`src/rtl/uart_phase_array.sv`:
```
// uart_phase_array: UART-commanded 8x8 ultrasonic array with a movable 4x4
// window and a common carrier phase delay. Received bytes are echoed on TX.

// One grid row: enables the columns of this row that fall inside the window.
module uart_phase_lane #(
  parameter int ROW = 0
) (
  input  logic [2:0] pos_x,
  input  logic [2:0] pos_y,
  input  logic       level,
  output logic [7:0] bits
);
  logic row_en;
  assign row_en = (3'(ROW) >= pos_x) && (3'(ROW) <= pos_x + 3'd3);

  for (genvar c = 0; c < 8; c++) begin : g_col
    assign bits[c] = level & row_en & (3'(c) >= pos_y) & (3'(c) <= pos_y + 3'd3);
  end
endmodule

module uart_phase_array #(
  parameter int BAUD_DIV = 2604
) (
  input  logic        clk,
  input  logic        rst,
  input  logic        uart_rx,
  output logic        uart_tx,
  output logic [63:0] wav,
  output logic [2:0]  pos_x,
  output logic [2:0]  pos_y,
  output logic [9:0]  phase_delay,
  output logic        led_1,
  output logic        led_2
);
  localparam int CW   = $clog2(BAUD_DIV + 1);
  localparam int HALF = BAUD_DIV / 2;

  // ---------------- UART RX ----------------
  typedef enum logic [1:0] {R_IDLE, R_START, R_DATA, R_STOP} rx_state_t;
  rx_state_t       rstate;
  logic            rx_s1, rx_s2, rx_q;
  logic [CW-1:0]   rx_cnt;
  logic [2:0]      rx_bit;
  logic [7:0]      rx_data;
  logic            rx_valid;

  // Two-flop synchronizer plus a delayed copy for falling-edge detection.
  always_ff @(posedge clk) begin
    if (rst) begin
      rx_s1 <= 1'b1;
      rx_s2 <= 1'b1;
      rx_q  <= 1'b1;
    end else begin
      rx_s1 <= uart_rx;
      rx_s2 <= rx_s1;
      rx_q  <= rx_s2;
    end
  end

  // Receiver: start re-check at half bit, then mid-bit samples, LSB first.
  always_ff @(posedge clk) begin
    if (rst) begin
      rstate   <= R_IDLE;
      rx_cnt   <= '0;
      rx_bit   <= '0;
      rx_data  <= '0;
      rx_valid <= 1'b0;
    end else begin
      rx_valid <= 1'b0;
      case (rstate)
        R_IDLE: if (rx_q && !rx_s2) begin
          rx_cnt <= '0;
          rstate <= R_START;
        end
        R_START: if (rx_cnt == CW'(HALF - 1)) begin
          rx_cnt <= '0;
          rx_bit <= '0;
          rstate <= rx_s2 ? R_IDLE : R_DATA;   // high here means a glitch
        end else rx_cnt <= rx_cnt + 1'b1;
        R_DATA: if (rx_cnt == CW'(BAUD_DIV - 1)) begin
          rx_cnt  <= '0;
          rx_data <= {rx_s2, rx_data[7:1]};
          if (rx_bit == 3'd7) rstate <= R_STOP;
          else                rx_bit <= rx_bit + 1'b1;
        end else rx_cnt <= rx_cnt + 1'b1;
        R_STOP: if (rx_cnt == CW'(BAUD_DIV - 1)) begin
          rx_cnt   <= '0;
          rx_valid <= rx_s2;                   // framing error drops the byte
          rstate   <= R_IDLE;
        end else rx_cnt <= rx_cnt + 1'b1;
        default: rstate <= R_IDLE;
      endcase
    end
  end

  // ---------------- UART TX (echo) ----------------
  logic            tx_busy;
  logic [CW-1:0]   tx_cnt;
  logic [3:0]      tx_bits;
  logic [8:0]      tx_shift;

  // Transmitter: start bit goes out the cycle after rx_valid; busy drops echoes.
  always_ff @(posedge clk) begin
    if (rst) begin
      tx_busy  <= 1'b0;
      tx_cnt   <= '0;
      tx_bits  <= '0;
      tx_shift <= '1;
      uart_tx  <= 1'b1;
    end else if (!tx_busy) begin
      if (rx_valid) begin
        tx_busy  <= 1'b1;
        tx_cnt   <= '0;
        tx_bits  <= '0;
        tx_shift <= {1'b1, rx_data};
        uart_tx  <= 1'b0;
      end
    end else if (tx_cnt == CW'(BAUD_DIV - 1)) begin
      tx_cnt <= '0;
      if (tx_bits == 4'd9) begin
        tx_busy <= 1'b0;
        uart_tx <= 1'b1;
      end else begin
        uart_tx  <= tx_shift[0];
        tx_shift <= {1'b1, tx_shift[8:1]};
        tx_bits  <= tx_bits + 1'b1;
      end
    end else tx_cnt <= tx_cnt + 1'b1;
  end

  // ---------------- Frame parser ----------------
  typedef enum logic [1:0] {P_IDLE, P_DIR, P_PH, P_END} p_state_t;
  p_state_t   pstate;
  logic [7:0] dir, ph;

  // FF dir ph 3C frames; window move saturates at 0 and 4.
  always_ff @(posedge clk) begin
    if (rst) begin
      pstate      <= P_IDLE;
      dir         <= '0;
      ph          <= '0;
      pos_x       <= 3'd2;
      pos_y       <= 3'd2;
      phase_delay <= '0;
      led_1       <= 1'b0;
      led_2       <= 1'b0;
    end else if (rx_valid) begin
      case (pstate)
        P_IDLE: if (rx_data == 8'hFF) begin
          pstate <= P_DIR;
          led_1  <= 1'b1;
        end else led_2 <= 1'b1;
        P_DIR: begin
          dir    <= rx_data;
          pstate <= P_PH;
        end
        P_PH: begin
          ph     <= rx_data;
          pstate <= P_END;
        end
        P_END: begin
          led_1  <= 1'b0;
          led_2  <= 1'b1;
          pstate <= P_IDLE;
          if (rx_data == 8'h3C) begin
            phase_delay <= {ph, 2'b00};
            case (dir)
              8'h41: if (pos_x != 3'd0) pos_x <= pos_x - 1'b1;
              8'h44: if (pos_x != 3'd4) pos_x <= pos_x + 1'b1;
              8'h57: if (pos_y != 3'd0) pos_y <= pos_y - 1'b1;
              8'h53: if (pos_y != 3'd4) pos_y <= pos_y + 1'b1;
              default: ;
            endcase
          end
        end
        default: pstate <= P_IDLE;
      endcase
    end
  end

  // ---------------- Waveform ----------------
  logic [9:0]      cnt;
  logic            level;
  logic [7:0][7:0] row_bits;

  // Carrier MSB of the phase-shifted counter; high for exactly 512 of 1024.
  assign level = |(10'(cnt + phase_delay) & 10'h200);

  for (genvar r = 0; r < 8; r++) begin : g_row
    uart_phase_lane #(.ROW(r)) u_lane (
      .pos_x (pos_x),
      .pos_y (pos_y),
      .level (level),
      .bits  (row_bits[r])
    );
  end

  // Free-running carrier counter and registered drive outputs.
  always_ff @(posedge clk) begin
    if (rst) begin
      cnt <= '0;
      wav <= '0;
    end else begin
      cnt <= cnt + 1'b1;
      wav <= row_bits;
    end
  end
endmodule

```
`config.mk`:
```
export PLATFORM = sky130hd
export DESIGN_NAME = uart_phase_array
export DESIGN_NICKNAME = d
export VERILOG_FILES = /design/src/rtl/uart_phase_array.sv
export SDC_FILE = /design/constraint.sdc
export NUM_CORES = 1
export LEC_CHECK = 0
export CAP_MARGIN = 25
export CORE_AREA = 2 2 102 143
export DETAILED_ROUTE_END_ITERATION = 16
export DIE_AREA = 0 0 104 145
export GPL_TIMING_DRIVEN = 0
export HOLD_SLACK_MARGIN = 0.1
export PLACE_DENSITY = 0.72
export SYNTH_ARGS = -nofsm -noshare
export SYNTH_HDL_FRONTEND = slang
export SYNTH_SLANG_ARGS = --single-unit
```
`constraint.sdc`:
```
create_clock -name clk -period 2.3 [get_ports clk]
set_input_delay 0.46 -clock clk [delete_from_list [all_inputs] [get_ports clk]]
set_output_delay 0.46 -clock clk [all_outputs]
set_load 0.05 [all_outputs]
```
==> out/results.ini <==
[final_layout]
area.sequential_sq_um = 3270
n_diodes = 0
drive_above_1_share_pct = 8.00
layout.filler_cells = 1204
layout-area-overhead-vs-synth_pct = 25.7
design.final.nets = 899
final_core_utilization_pct = 61.9
finish.cell_count_without_fillers = 1060
area_of_combinational_cells_with_multiple_inputs_sq_um = 3310

[worst_setup_path]
crit_required_ns = 2.58
category_of_the_most_critical_setup_path = flip-flop to flip-flop
worst_setup_path_start_kind = flip-flop
crit_path_cell_trace = or4_1 -> nor3_1 -> buf_4 -> o2111a_1 -> xnor2_1 -> nor2_1
crit_arrival_ns = 2.50
slowest_delay_ns = 0.54
critical_path.endpoint_type = flip-flop
cp_slowest_cell = sky130_fd_sc_hd__or4_1
cp_max_fo = 10
timing.reg2reg.setup_slack_ns = 0.08

[timing]
timing.final.crit_period_ns = 2.22
tns_ns = 0
timing_hold_violations_final = 0
setup_violations = 0
final_worst_path_period_share_pct = 96.3
timing.max_slew.rel_slack_pct = 41.7
worstMarginPinSlew_ns = 0.871
setup_repair_after_global_routing_missed_its_margin = no
report.final.slew_viol_count = 0
fin_ws_ns = 0.0848
worst_clock_skew_ns = 0.00673
timing.fmax_ghz = 0.451

[yosys]
synthesis.instances = 757
yosys_warnings = 0
synth.yosys.seq_area_share_pct = 48.1
synthMostInstantiatedCell = sky130_fd_sc_hd__dfxtp_1
synth_largest_area_cell = sky130_fd_sc_hd__dfxtp_1
ffs_latches_synth = 163
synth_simple_gate_area_share_pct = 23.0
post_synthesis_async_set_or_reset_flop_share_pct = 0
post-synth-top-area-fraction_pct = 48.1
combinational_family_with_the_most_area_after_synthesis = simple AND/OR/NAND/NOR gates
synthMuxAreaShare_pct = 2.95
post_synth_main_area_contributors = sky130_fd_sc_hd__dfxtp_1 (48%), sky130_fd_sc_hd__ha_1 (6.1%), sky130_fd_sc_hd__nor2_1 (4.1%), sky130_fd_sc_hd__nand2_1 (4.0%), sky130_fd_sc_hd__nor3_1 (4.0%)
synth-edff-count = 0
ys_types = 63
synth_area_per_cell_sq_um = 8.97
synth_xor_xnor_area_share_pct = 2.58
synthAdderAreaFrac_pct = 6.08
synth_top_flop_cell = sky130_fd_sc_hd__dfxtp_1
synth.cells.most_frequent = sky130_fd_sc_hd__dfxtp_1 (163), sky130_fd_sc_hd__nor2_1 (74), sky130_fd_sc_hd__nand2_1 (73), sky130_fd_sc_hd__nor3_1 (54), sky130_fd_sc_hd__a21oi_1 (50)
complex_gate_fraction_of_the_synthesized_area_pct = 13.5
mappedNetlistArea_sq_um = 6790

[grt]
grtUsageTotal_pct = 22.1
grt_first_pass_wirelength_microns = 27100
first_global_vias = 5605
antenna_violations_before_repair = 0
pin_count_of_the_biggest_net_entering_global_routing = 17
grt-ovfl-total = 0

[die]
floorplan.die_area_sq_um = 15100
dieHeight_microns = 145
die_width_microns = 104
floorplan.initialDensity_pct = 49.3
std_cell_rows = 51
core_sq_um = 13800
floorplan.io_pins = 86

[clocking]
worstSkewPairLatency_ns = 0.42
cts_buffer_depth = 2
clock_tree_from_tritoncts = done
clock_sink_count = 163
inserted_clock_buffers = 17
path_clk_slew_ns = 0.06
htreeDepth = 4
clockRootBuffer = sky130_fd_sc_hd__clkbuf_16
cts_hold_repair.buffers = 0

[power]
design_power_total_mw = 5.93
p_per_area_nw_per_um2 = 695
p_leak_nw = 3.07
ir_worst_vdd_uv = 427

[routing]
drt.antenna.violating_nets = 0
post_drt_via_cell_ratio = 5.55
finalWirelength_microns = 16700
first_pass_iters = 6
detailedRoute.firstIterationViolations = 295
count_of_vias_placed_by_the_detailed_router = 5886
drt-wirelength-per-cell_microns = 15.7
route.detailed.drc = 0

[placed_design]
globalplace.congestion = 0.846
post-dp-hpwl_microns = 12000
io_buffers = 83
preCtsSetupSlack_ns = -0.406
dp.cells = 1026

[run]
cap_violations = 0

[hold_path]
min_path_type = flip-flop to flip-flop

[run_status]
status = finished clean

## state kept, by name, indices dropped and copies added, names as in the netlist, 2 cells and up, named ones only
| signal | count |
|---|---|
| cnt | 10 |
| dir | 8 |
| ph | 8 |
| phase_delay | 8 |
| pos_x | 3 |
| pos_y | 3 |
| pstate | 2 |
| rx_bit | 3 |
| rx_cnt | 12 |
| rx_data | 8 |
| tx_bits | 4 |
| tx_cnt | 12 |
| tx_shift | 8 |
| wav | 64 |
## logic make-up (layout without fill, tap and decap cells)
kind of cell,after synthesis,count (layout)
AO/OA/AOI/OAI,146,146
XOR/XNOR,20,20
adder cells (fa/ha/maj),33,33
buffers and inverters,59,176
flip-flops,163,163
multiplexers,20,20
other,1,2
AND/OR/NAND/NOR,315,315
## final timing paths
kind               from  endpoint  depth (start not counted)
min reg2reg       rx_s1     rx_s2                          1
max          rx_data[6]  pos_x[0]                          6
min               rx_s1     rx_s2                          1
max reg2reg  rx_data[6]  pos_x[0]                          6
## area by class of cell
| class | instances | share of cell area, % |
|---|---|---|
| clock inverters | 11 | 1.79 |
| plain buffers | 37 | 2.10 |
| multi-input cells | 536 | 38.8 |
| clock buffers | 20 | 5.35 |
| repair buffers | 86 | 10.0 |
| well taps | 185 | 2.71 |
| inverters | 22 | 0.968 |
| flip-flops and latches | 163 | 38.3 |
## through the flow
step / area, sq um / hold slack [ns]
after detailed placement: 7860 / 0.394
final: 8530 / 0.407
after floorplan: 6800 / 0.389
after global routing: 8530 / 0.424
after CTS: 8470 / 0.408
after global placement: 7860 / 0.394
## routing by layer
metal	up-vias	part of all wire [%]	global-route usage, %	routed length [microns]
li1	2897	-	-	-
met5	-	0	0	0
met1	2794	40	23.7	6660
met4	0	2.6	9.80	437
met2	159	54	41.2	8940
met3	36	3.9	4.54	655
## timing repair
item / 4_1_cts / 5_1_grt
pin swaps: 0 / 3
gates resized for setup: 4 / 16
endpoints found under the setup margin: 25 / 87
buffers inserted: 0 / 3
## worst max-delay path, delay by kind of cell (launching register included)
| family | cells | cell delay, ns |
|---|---|---|
| and+or+nand+nor | 3 | 0.95 |
| DFF | 1 | 0.38 |
| buffers and inverters | 1 | 0.30 |
| AOI/OAI and AO/OA | 1 | 0.30 |
| xor gates and xnor gates | 1 | 0.14 |
## placed cells by master, fill, tap and decap left out, types with 17 or more instances in the layout
master | synthesis | layout
sky130_fd_sc_hd__clkbuf_1 | 24 | 19
sky130_fd_sc_hd__clkdlybuf4s50_1 | 0 | 81
sky130_fd_sc_hd__ha_1 | 33 | 33
sky130_fd_sc_hd__clkbuf_16 | 0 | 17
sky130_fd_sc_hd__dfxtp_1 | 163 | 160
sky130_fd_sc_hd__o21ai_0 | 30 | 30
sky130_fd_sc_hd__a21oi_1 | 50 | 50
sky130_fd_sc_hd__nand2_1 | 73 | 73
sky130_fd_sc_hd__nor3_1 | 54 | 53
sky130_fd_sc_hd__nand3_1 | 34 | 34
sky130_fd_sc_hd__mux2i_1 | 20 | 20
sky130_fd_sc_hd__nor2_1 | 74 | 73
sky130_fd_sc_hd__inv_1 | 22 | 21
## where the power goes
group	total, mW	internal [mW]	switching (mW)
sequential	2.85	2.84	0.0108
clock	2.89	1.77	1.12
combinational	0.191	0.0594	0.132
total	5.93	4.66	1.27
No activity file was read; power rests on OpenSTA's default activity.
